$ cat config.mk
export PLATFORM = sky130hd
export DESIGN_NAME = fnd_display_arbiter
export DESIGN_NICKNAME = d
export VERILOG_FILES = /design/src/rtl/fnd_display_arbiter.sv
export SDC_FILE = /design/constraint.sdc
export NUM_CORES = 1
export LEC_CHECK = 0
export ABC_AREA = 1
export CORE_MARGIN = 2
export CORE_UTILIZATION = 55
export CTS_CLUSTER_SIZE = 25
export DETAILED_ROUTE_END_ITERATION = 16
export PLACE_DENSITY = 0.95
export SLEW_MARGIN = 20
export SYNTH_ARGS = -nofsm -noshare
export SYNTH_HDL_FRONTEND = slang
export SYNTH_SLANG_ARGS = --single-unit
$ cat constraint.sdc
create_clock -name clk -period 4.3 [get_ports clk]
set_input_delay 0.645 -clock clk [delete_from_list [all_inputs] [get_ports clk]]
set_output_delay 0.645 -clock clk [all_outputs]
set_load 0.01 [all_outputs]
$ cat src/rtl/fnd_display_arbiter.sv
// fnd_display_arbiter
//   Shares one 4-digit FND display between three requesters. A winner is
//   picked round-robin, owns the display for up to HOLD_CYCLES cycles, and
//   its value is live-refreshed while it keeps its request up. The slot is
//   released early when the owner drops its request and somebody else waits.
//
//   Optional feature macro: FND_ARB_PRIO0_EN
//     When defined, requester 0 is high priority: it wins every ARB cycle it
//     requests in, and it preempts another owner's HOLD slot.
//
// Ports
//   clk        in   system clock, rising edge
//   reset      in   synchronous active-high reset
//   req_valid  in   [2:0] per-requester request, bit i = requester i
//   req_data0  in   [13:0] binary value from requester 0
//   req_data1  in   [13:0] binary value from requester 1
//   req_data2  in   [13:0] binary value from requester 2
//   req_grant  out  [2:0] one-hot grant pulse, first HOLD cycle only
//   disp_value out  [13:0] value for the FND counter, saturated to 9999
//   disp_src   out  [1:0] index of the current owner
//   disp_valid out  high once any grant has occurred
module fnd_display_arbiter #(
  parameter int HOLD_CYCLES = 100_000_000
) (
  input  logic        clk,
  input  logic        reset,
  input  logic [2:0]  req_valid,
  input  logic [13:0] req_data0,
  input  logic [13:0] req_data1,
  input  logic [13:0] req_data2,
  output logic [2:0]  req_grant,
  output logic [13:0] disp_value,
  output logic [1:0]  disp_src,
  output logic        disp_valid
);

  localparam logic [0:0] ST_ARB  = 1'b0;
  localparam logic [0:0] ST_HOLD = 1'b1;
  localparam int CW = $clog2(HOLD_CYCLES);

  logic [0:0]    state;
  logic [1:0]    owner;
  logic [1:0]    last;
  logic [CW-1:0] hold_cnt;

  logic [1:0]  c0, c1, c2;
  logic [1:0]  win;
  logic [13:0] win_data;
  logic [13:0] own_data;
  logic        own_vld;
  logic        others_vld;
  logic        expire;
  logic        preempt;

  function automatic logic [13:0] sat(input logic [13:0] x);
    return (x > 14'd9999) ? 14'd9999 : x;
  endfunction

  // Search order starts just after the last winner and wraps.
  always_comb begin
    case (last)
      2'd0:    begin c0 = 2'd1; c1 = 2'd2; c2 = 2'd0; end
      2'd1:    begin c0 = 2'd2; c1 = 2'd0; c2 = 2'd1; end
      default: begin c0 = 2'd0; c1 = 2'd1; c2 = 2'd2; end
    endcase
  end

  always_comb begin
    if (req_valid[c0])      win = c0;
    else if (req_valid[c1]) win = c1;
    else                    win = c2;
`ifdef FND_ARB_PRIO0_EN
    if (req_valid[0]) win = 2'd0;
`endif
  end

  always_comb begin
    case (win)
      2'd0:    win_data = req_data0;
      2'd1:    win_data = req_data1;
      default: win_data = req_data2;
    endcase
  end

  // Only the owner's data path is ever sampled during HOLD.
  always_comb begin
    case (owner)
      2'd0:    own_data = req_data0;
      2'd1:    own_data = req_data1;
      default: own_data = req_data2;
    endcase
  end

  assign own_vld    = req_valid[owner];
  assign others_vld = |(req_valid & ~(3'b001 << owner));
  assign expire     = (hold_cnt == CW'(HOLD_CYCLES - 1));

`ifdef FND_ARB_PRIO0_EN
  assign preempt = (owner != 2'd0) && req_valid[0];
`else
  assign preempt = 1'b0;
`endif

  always_ff @(posedge clk) begin
    if (reset) begin
      state      <= ST_ARB;
      owner      <= 2'd0;
      last       <= 2'd2;   // requester 0 wins the first pass
      hold_cnt   <= '0;
      req_grant  <= 3'b000;
      disp_value <= 14'd0;
      disp_valid <= 1'b0;
    end else begin
      req_grant <= 3'b000;
      case (state)
        ST_ARB: begin
          if (|req_valid) begin
            disp_value <= sat(win_data);
            owner      <= win;
            last       <= win;
            disp_valid <= 1'b1;
            req_grant  <= 3'b001 << win;
            hold_cnt   <= '0;
            state      <= ST_HOLD;
          end
        end
        default: begin
          hold_cnt <= hold_cnt + CW'(1);
          if (own_vld)
            disp_value <= sat(own_data);
          // Early release only when the owner has let go and someone waits.
          if (expire || (!own_vld && others_vld) || preempt)
            state <= ST_ARB;
        end
      endcase
    end
  end

  assign disp_src = owner;

endmodule
==> flow_summary_export.csv, run 1 <==
group,metric,value,unit
status,status,"finished clean",
routing,drt-vias-per-instance,5.935,
power,p_clk_frac,0.187,
grt,grt_max_degree,25,
place,hpwl,6.758,mm
sta,rsz0062_at_grt,"false",
layout,drive_above_1_share,0.06452,
worst_setup_path,cp_slowest_cell,"clkdlybuf4s50_1",
sta,clock_skew,0.009721,ns
synthesis,ys_seq_elements,49,
worst_setup_path,slowest_delay,0.52,ns
power,switching_share,0.3813,
layout,antennaDiodeCount,0,
routing,drt_iter0_markers,378,
grt,grt_first_pass_wirelength,15.13,mm
clock_network,clk_latency,0.30,ns
routing,vias,3555,
synthesis,async_flop_share,0,
clock_network,clkTransAtPathRegs,0.09,ns
floorplanning,dieWidth,78.18,µm
floorplanning,die_h,78.18,µm
floorplanning,num_rows,27,
synthesis,ys.flop_type,"dfxtp_1",
clock_network,postCtsResizedCells,0,
sta,setup_viol,0,
layout,nets,576,
synthesis,netlist_instances,469,
place,portBuffers,66,
worst_setup_path,r2r_start,"state$_SDFF_PP0_",
clock_network,clkSinkCount,49,
power,power_density,357.5,mW/mm²
power,power.internal,835.7,µW
power,ir_drop,0.1907,mV
floorplanning,floorplan.initialDensity,0.5600,
sta,max_freq,348.4,MHz
floorplanning,core_area,0.005405,mm²
clock_network,cts_inserted_buffers,5,
flow_run,max_cap_violations,0,
place,dp.cells,593,
synthesis,synth_edf_count,0,
sta,slew_viol_final,0,
worst_setup_path,critical_path.most_common_cell,"nand2_1",
sta,period_minus_slack,2.870,ns
layout,fin_cells,599,
sta,tightest_slew,0.5899,ns
worst_setup_path,crit_type,"in -> reg",
clock_network,cts_root_buf,"clkbuf_8",
place,gp_congestion,0.9668,
clock_network,cts_tree,"done",
clock_network,cts_buffer_depth,2,
hold_path,hold_depth,2,
worst_setup_path,critPathLaunchType,"input port",
worst_setup_path,required,4.53,ns
sta,period_share,0.6675,
synthesis,synthTopCellsByArea,"dfxtp_1 (32%), nand2_1 (14%), a21oi_1 (6.9%), inv_1 (6.2%), nand3_1 (5.5%)",
synthesis,syn_area,0.003027,mm²
sta,hold_viol_final,0,
synthesis,avgSynthCellArea,6.453,µm²
layout,area_growth_syn_to_layout,24.84,%
grt,track_usage,0.3043,
synthesis,synth_seq_area_share,0.3241,
clock_network,hold_buffers,0,
power,comb_power_share,0.410,
worst_setup_path,rr_endpoint,"hold_cnt[21]$_SDFFE_PP0P_",
routing,routed_wl,8.957,mm
clock_network,post_cts_buffers,0,
synthesis,yosysWarnings,0,
worst_setup_path,critPathCaptureType,"register",
power,switchingPower,515.1,µW
grt,grt_pass1_vias,3416,
synthesis,synth_cell_types,41,
worst_setup_path,reg2reg_depth,11,
synthesis,synth_top_area_frac,0.3241,
hold_path,holdCritStartpoint,"disp_value[2]$_SDFFE_PP0P_",
power,p_seq_frac,0.402,
worst_setup_path,critical_path.cell_chain,"clkdlybuf4s50_1, nand3_1, nand3_2, nand2_2, nand2_2, nand2_2, nor2_1, nor2_1, nor2_1, nand2_1, nand2_1, nand2_1, nand2_1, nand3_1, a21oi_1",
power,p_leak,1.462,nW
routing,drc_errors,0,
sta,setup_tns,0,ns
synthesis,synth_top_area_cell,"dfxtp_1",
routing,ant_nets,0,
hold_path,hp-class,"reg -> reg",
clock_network,cts.htree.levels,2,
grt,antenna_found_initial,0,
synthesis,synth_fp_nets,517,
floorplanning,die-area,0.006112,mm²
worst_setup_path,r2r_slack,1.60,ns
routing,wire_per_inst,14.95,µm
worst_setup_path,critPathBufInv,1,
worst_setup_path,cpLargestDelayFamily,"simple AND/OR/NAND/NOR gates",
hold_path,hold_path_end,"disp_value[2]$_SDFFE_PP0P_",
floorplanning,ios,67,
worst_setup_path,worstPathArrival,3.10,ns
routing,first_pass_iters,7,
grt,overflow,0,
sta,slew_headroom,0.6053,
worst_setup_path,worstPathMaxFanout,13,
-- cell usage in the layout, fill, tap and decap left out, types with 2 or more instances in the layout --
cell	instances
o21a_1	4
a21oi_1	42
o221ai_1	6
inv_2	7
clkdlybuf4s50_1	66
nor2_1	42
o22ai_1	12
o21ai_0	19
o21ai_2	2
nand2_1	112
dfxtp_1	49
nor3_1	16
or2_2	4
nor2_2	3
nand3_1	33
a31oi_1	2
a21oi_2	4
nor4_1	5
a211oi_1	6
a221oi_1	4
nand4_1	3
nand3b_1	4
nand2_2	3
a22oi_1	2
buf_4	3
clkbuf_8	5
inv_1	50
o31ai_1	3
o211ai_1	5
-- Yosys cell counts, drive strengths merged, types with 3 or more instances --
| library cell | count |
|---|---|
| nand2 | 115 |
| inv | 57 |
| dfxtp | 49 |
| a21oi | 46 |
| nor2 | 45 |
| nand3 | 34 |
| o21ai | 22 |
| nor3 | 16 |
| o22ai | 12 |
| buf | 10 |
| clkbuf | 7 |
| a211oi | 6 |
| o221ai | 6 |
| nor4 | 5 |
| o211ai | 5 |
| a221oi | 4 |
| nand3b | 4 |
| o21a | 4 |
| or2 | 4 |
| a21boi | 3 |
| nand4 | 3 |
| o31ai | 3 |
-- tightest hold or removal path: stages (launching register included) --
cell	delay [ns]
dfxtp_1	0.32
nand2_1	0.06
a21oi_1	0.05
-- registers in the layout (all words and copies together) (netlist names) --
name	flops
req_grant	3
disp_valid	1
disp_src	2
state	1
disp_value	14
hold_cnt	27
last	1
-- kinds of logic (layout without fill, tap and decap cells) --
kind of cell               after synthesis  after routing  share of synthesized area
and+or+nand+nor                        228            228                     0.3278
adders and majority gates                1              1                   0.004133
AOI/OAI and AO/OA                      117            117                     0.2418
DFF                                     49             49                     0.3241
buffers and inverters                   74            132                     0.1021
-- area by class of cell --
| class | count | area (µm²) |
|---|---|---|
| tap | 72 | 90.09 |
| fill | 464 | 1627 |
| clock buffer | 5 | 68.82 |
| inverter | 57 | 214.0 |
| timing repair buffer | 69 | 683.2 |
| multi-input combinational | 346 | 1737 |
| clock inverter | 1 | 5.005 |
| sequential | 49 | 980.9 |
-- worst max path at each step --
stage,startpoint,endpoint,cells after the start,slack (ns)
2_1_floorplan,req_valid[2],disp_value[10]$_SDFFE_PP0P_,17,2.25
3_3_place_gp,req_valid[2],disp_value[11]$_SDFFE_PP0P_,16,1.33
3_5_place_dp,req_valid[2],disp_value[11]$_SDFFE_PP0P_,15,1.21
4_1_cts,req_valid[2],disp_value[6]$_SDFFE_PP0P_,15,1.49
5_1_grt,req_valid[2],disp_value[6]$_SDFFE_PP0P_,15,1.21
6_report,req_valid[2],disp_value[6]$_SDFFE_PP0P_,15,1.43
-- power groups by stage --
stage          sequential, mW  clock (mW)  combinational (mW)
2_1_floorplan           0.555           0               0.335
3_3_place_gp            0.552           0               0.530
3_5_place_dp            0.550           0               0.539
4_1_cts                 0.541       0.253               0.544
5_1_grt                 0.548       0.272               0.605
6_report                0.544       0.253               0.554
-- per-layer routing --
metal  share of wire  GRT usage  vias to the layer above
li1                -          -                     1709
met1            0.41     0.3726                     1591
met2            0.47     0.5164                      210
met3           0.085    0.07471                       45
met4           0.035     0.1158                        0
met5               0          0                        -
-- metrics by stage --
stage	cell area, µm²	util	setup WS, ns	hold WS [ns]	total power [mW]
finish	3779	0.6991	1.430	0.4708	1.351
global route	3779	0.6991	1.210	0.4932	1.426
CTS	3779	0.6991	1.495	0.4727	1.338
detailed placement	3705	0.6854	1.213	0.4518	1.090
global placement	3705	0.6854	1.331	0.4482	1.082
floorplan	3027	-	2.248	0.4392	0.8897
(Power assumes the default switching activity.)
==> run 2: changes to the inputs <==
- CORE_UTILIZATION: 55 -> 46
- PLACE_DENSITY: 0.95 -> 0.88
- clock period: 4.3 -> 2.5 ns (I/O delays scaled with it)
==> run 2 against run 1 <==
- clock skew up 0.0034 ns
- flip-flop and latch count unchanged
- routed wire length up 4.1%
- register-to-register slack worse by 1.3 ns
- count of clock-buffer cells in the layout unchanged
- sequential power up 70%
- worst setup slack worse by 1.2 ns
- hold slack worse by 0.0030 ns
- global-route usage down 4.1 points
- total power up 82%
- critical path depth up 2
- highest routed layer unchanged
- sequential share of layout area down 1.1 points
==> flow_summary_export.csv, run 2 (synthesis results as in run 1) <==
group,metric,value,unit
status,status,"finished clean",
place,hpwl,7.127,mm
layout,area_growth_syn_to_layout,30.55,%
power,total_power,2.461,mW
power,power_density,622.7,mW/mm²
floorplanning,ios,67,
sta,setup_tns,0,ns
clock_network,cts_root_buf,"clkbuf_8",
worst_setup_path,required,2.74,ns
layout,fill_cells,558,
floorplanning,dieWidth,85.12,µm
power,switching_share,0.3796,
routing,first_pass_iters,5,
routing,drt_iter0_markers,350,
routing,ant_nets,0,
worst_setup_path,critPathLaunchType,"register",
power,comb_power_share,0.428,
power,p_leak,1.547,nW
worst_setup_path,critical_path.cell_chain,"inv_2, o21ai_2, nand3_2, nand2_2, nand2_2, nand2_2, nor2_1, nor2_2, nand2_1, nor2_1, nand2_1, nand2_1, nand2_1, buf_12, nand2_1, nand2_1, a21oi_1",
floorplanning,num_rows,29,
routing,vias,3580,
sta,hold_viol_final,0,
routing,routed_wl,9.321,mm
clock_network,clkSinkCount,49,
grt,grt_first_pass_wirelength,15.73,mm
clock_network,cts_tree,"done",
layout,top_register,"hold_cnt",
power,p_clk_frac,0.196,
worst_setup_path,worstPathArrival,2.48,ns
routing,wire_per_inst,15.01,µm
sta,period_minus_slack,2.241,ns
floorplanning,die-area,0.007245,mm²
layout,nets,591,
flow_run,max_cap_violations,0,
grt,overflow,0,
sta,setup_viol,0,
routing,drt-vias-per-instance,5.765,
grt,track_usage,0.2631,
routing,drc_errors,0,
sta,tightest_slew,0.5184,ns
place,post_dp_cell_area,0.003821,mm²
layout,largest_reg_flops,27,
clock_network,cts.htree.levels,2,
clock_network,clkTransAtPathRegs,0.10,ns
grt,use_met1,0.3410,
floorplanning,core_area,0.006350,mm²
grt,grt_most_used_layer,"met2",
worst_setup_path,worstPathMaxFanout,13,
grt,met2_usage,0.4510,
layout,antennaDiodeCount,0,
grt,antenna_found_initial,0,
sta,slew_headroom,0.6512,
layout,layout_common_cells,"nand2_1 (111), clkdlybuf4s50_1 (66), inv_1 (49)",
power,power.internal,1.527,mW
worst_setup_path,crit_type,"reg -> reg",
place,dp.cells,611,
worst_setup_path,slowest_delay,0.46,ns
layout,drive_above_1_share,0.1011,
worst_setup_path,critPathCaptureType,"register",
layout,final_common_cell,"nand2_1",
sta,period_share,0.8966,
grt,grt_pass1_vias,3445,
grt,grt_max_degree,23,
floorplanning,die_h,85.12,µm
layout,final_cell_area,0.003951,mm²
layout,fin_util,0.6223,
power,ir_drop,0.3736,mV
worst_setup_path,critical_path.most_common_cell,"nand2_1",
place,portBuffers,66,
clock_network,clk_latency,0.31,ns
place,gp_congestion,0.9463,
clock_network,hold_buffers,0,
worst_setup_path,cp_slowest_cell,"dfxtp_1",
sta,clock_skew,0.01317,ns
floorplanning,floorplan.initialDensity,0.4767,
grt,met3_usage,0.03794,
power,p_seq_frac,0.376,
power,switchingPower,934.0,µW
sta,rsz0062_at_grt,"false",
clock_network,cts_buffer_depth,2,
layout,reg_top3,"hold_cnt (27), disp_value (14), req_grant (3)",
layout,fin_cells,621,
hold_path,hp-class,"reg -> reg",
clock_network,cts_inserted_buffers,5,
sta,max_freq,446.1,MHz
sta,slew_viol_final,0,
[run 2: critical path, delay by kind of cell, from the launching register on]
kind | cells | cell delay [ns]
flops | 1 | 0.46
compound gates | 2 | 0.26
simple gates | 13 | 1.20
buf+inv | 2 | 0.28
[run 2: area by class of cell]
cell class | instances | area [µm²] | share of cell area
multi-input combinational | 346 | 1744 | 0.4414
sequential | 49 | 982.2 | 0.2486
timing repair buffer | 84 | 820.8 | 0.2077
inverter | 57 | 217.7 | 0.05510
tap | 77 | 96.34 | 0.02438
clock buffer | 5 | 68.82 | 0.01742
clock inverter | 3 | 21.27 | 0.005383
[run 2: timing repair]
action                                  CTS  global route
gates resized for setup                   0             4
buffers inserted                          0             2
endpoints found under the setup margin    0            14
[run 2: path summary, 6_finish.rpt]
| check | from | to | slack [ns] | depth (start not counted) |
|---|---|---|---|---|
| setup reg to reg | disp_src[0]$_SDFFE_PP0P_ | disp_value[1]$_SDFFE_PP0P_ | 0.26 | 17 |
| hold / removal | disp_valid$_SDFFE_PP0P_ | disp_valid$_SDFFE_PP0P_ | 0.47 | 2 |
| setup / recovery | disp_src[0]$_SDFFE_PP0P_ | disp_value[1]$_SDFFE_PP0P_ | 0.26 | 17 |
| hold reg to reg | disp_valid$_SDFFE_PP0P_ | disp_valid$_SDFFE_PP0P_ | 0.47 | 2 |
[run 2: routing by layer]
metal	up-vias	wire, µm
li1	1746	-
met1	1644	3976
met2	165	4474
met3	25	654
met4	0	214
met5	-	0
[run 2: power by group through the flow]
stage               combinational [mW]  sequential, mW  clock, mW
finish                            1.05           0.925      0.483
global route                      1.15           0.933      0.514
CTS                               1.03           0.922      0.486
detailed placement                1.02           0.937          0
global placement                  1.01           0.938          0
floorplan                        0.576           0.955          0
[run 2: stage by stage]
step	hold slack (ns)	worst slack (ns)
floorplan	0.4392	0.5889
global placement	0.4436	0.02121
detailed placement	0.4479	-0.07056
CTS	0.4700	0.2272
global route	0.4882	0.04272
finish	0.4678	0.2586
==> run 3: changes to the inputs <==
- CAP_MARGIN: default -> 15
- CELL_PAD_IN_SITES_DETAIL_PLACEMENT: default -> 2
- CELL_PAD_IN_SITES_GLOBAL_PLACEMENT: default -> 2
- CORE_UTILIZATION: 46 -> 24
- PLACE_DENSITY: 0.88 -> 0.87
==> run 3 against run 2 <==
- maximum frequency down 4.6%
- first-iteration DRC count down 70%
- final cell count up 16%
- hold slack better by 0.0027 ns
- non-clock buffer count up 5
- register-to-register slack worse by 0.11 ns
- via count is 2.1% higher
- critical path type unchanged
- highest routed layer unchanged
==> flow_summary_export.csv, run 3 (synthesis results as in run 1) <==
group,metric,value,unit
hold_path,hold_depth,2,
layout,drive_above_1_share,0.1093,
routing,drt_iter0_markers,105,
place,hpwl,10.14,mm
grt,overflow,0,
clock_network,cts_buffer_depth,2,
flow_run,max_cap_violations,0,
grt,antenna_found_initial,0,
layout,reg_top3,"hold_cnt (27), disp_value (14), req_grant (3)",
place,gp_congestion,0.8794,
hold_path,hp-class,"reg -> reg",
worst_setup_path,r2r_start,"disp_src[1]$_SDFFE_PP0P_",
worst_setup_path,crit_type,"reg -> reg",
layout,fill_cells,1511,
sta,setup_viol,0,
worst_setup_path,reg2reg_depth,13,
floorplanning,ios,67,
clock_network,clk_latency,0.31,ns
layout,top_register,"hold_cnt",
layout,final_common_cell,"nand2_1",
layout,antennaDiodeCount,0,
place,dp.cells,713,
layout,fin_cells,721,
status,status,"finished clean",
grt,track_usage,0.1994,
sta,slew_headroom,0.6518,
clock_network,cts_tree,"done",
clock_network,cts_inserted_buffers,5,
clock_network,post_cts_buffers,0,
sta,clock_skew,0.01123,ns
sta,period_share,0.9401,
routing,drt-vias-per-instance,5.071,
worst_setup_path,critPathCaptureType,"register",
power,p_leak,1.601,nW
layout,multi_input_area,0.001772,mm²
worst_setup_path,rr_endpoint,"disp_value[11]$_SDFFE_PP0P_",
worst_setup_path,r2r_slack,0.15,ns
place,portBuffers,66,
routing,vias,3656,
floorplanning,dieWidth,116.3,µm
clock_network,cts_root_buf,"clkbuf_16",
routing,drc_errors,0,
sta,slew_viol_final,0,
sta,tightest_slew,0.5204,ns
layout,seq_area,980.9,µm²
clock_network,clkSinkCount,49,
layout,fin_util,0.3345,
hold_path,hold_path_end,"hold_cnt[26]$_SDFFE_PP0P_",
worst_setup_path,worstPathMaxFanout,13,
layout,largest_reg_flops,27,
hold_path,holdCritStartpoint,"hold_cnt[26]$_SDFFE_PP0P_",
floorplanning,die-area,0.01353,mm²
sta,hold_viol_final,0,
sta,setup_tns,0,ns
sta,max_freq,425.5,MHz
floorplanning,num_rows,41,
sta,period_minus_slack,2.350,ns
clock_network,cts.htree.levels,2,
grt,grt_max_degree,20,
routing,ant_nets,0,
power,power_density,671.4,mW/mm²
floorplanning,die_h,116.3,µm
layout,area_growth_syn_to_layout,37.78,%
routing,wire_per_inst,17.97,µm
clock_network,clkTransAtPathRegs,0.07,ns
worst_setup_path,critPathLaunchType,"register",
floorplanning,core_area,0.01247,mm²
layout,nets,596,
power,ir_drop,0.2845,mV
grt,grt_first_pass_wirelength,21.00,mm
power,total_power,2.800,mW
worst_setup_path,worstPathArrival,2.58,ns
grt,grt_pass1_vias,4093,
worst_setup_path,required,2.73,ns
layout,layout_common_cells,"nand2_1 (111), clkdlybuf4s50_1 (66), inv_1 (50)",
floorplanning,floorplan.initialDensity,0.2428,
routing,routed_wl,12.96,mm
routing,first_pass_iters,4,
-- run 3: area by class of cell --
class,instances,share of cell area
Clock buffer,5,0.03000
Inverter,57,0.05131
Multi-Input combinational cell,346,0.4248
Timing Repair Buffer,89,0.2007
Clock inverter,3,0.006301
Tap cell,172,0.05161
Sequential cell,49,0.2352
-- run 3: per-layer routing --
layer	part of all wire	vias up	global-route usage	wire [µm]
met2	0.51	83	0.3659	6659
met4	0.023	0	0.06190	301
met3	0.037	24	0.04463	485
li1	-	1746	-	-
met1	0.43	1803	0.2296	5511
met5	0	-	0	0
-- run 3: stage by stage --
stage	hold slack [ns]	area [µm²]	setup slack [ns]
after global placement	0.4434	3980	0.01563
after floorplan	0.4392	3027	0.5889
after global routing	0.5060	4170	-0.01885
after detailed placement	0.4652	3980	-0.2012
final	0.4705	4170	0.1498
after CTS	0.4760	4131	0.08501
-- run 3: how the worst max path moves through the flow --
| stage | startpoint | to | slack, ns |
|---|---|---|---|
| floorplan | disp_src[1]$_SDFFE_PP0P_ | disp_value[10]$_SDFFE_PP0P_ | 0.59 |
| global placement | req_valid[0] | disp_value[8]$_SDFFE_PP0P_ | 0.02 |
| detailed placement | req_valid[0] | disp_value[9]$_SDFFE_PP0P_ | -0.20 |
| CTS | disp_src[0]$_SDFFE_PP0P_ | disp_value[9]$_SDFFE_PP0P_ | 0.09 |
| global route | disp_src[1]$_SDFFE_PP0P_ | disp_value[11]$_SDFFE_PP0P_ | -0.02 |
| finish | disp_src[1]$_SDFFE_PP0P_ | disp_value[11]$_SDFFE_PP0P_ | 0.15 |
-- run 3: power breakdown --
group	switching (mW)	total, mW	internal, mW
Clock	0.345	0.724	0.379
Combinational	0.674	1.15	0.473
Sequential	0.0669	0.929	0.862
-- run 3: critical path, stage by stage, from the launching register on --
cell and delay, ns:
dfxtp_1 0.57, inv_1 0.35, o22ai_1 0.26, a21oi_1 0.09
nor2_1 0.11, nand2_1 0.07, nand3_1 0.12, nand2_1 0.07
nand2_1 0.06, buf_4 0.21, nand2_1 0.08, nand2_1 0.06
inv_1 0.05, a21oi_1 0.16
-- run 3: what timing repair did --
item                                    in CTS  in global routing
endpoints found under the setup margin       0                 14
hold buffers                                 0                  0
gates resized for setup                      0                  9
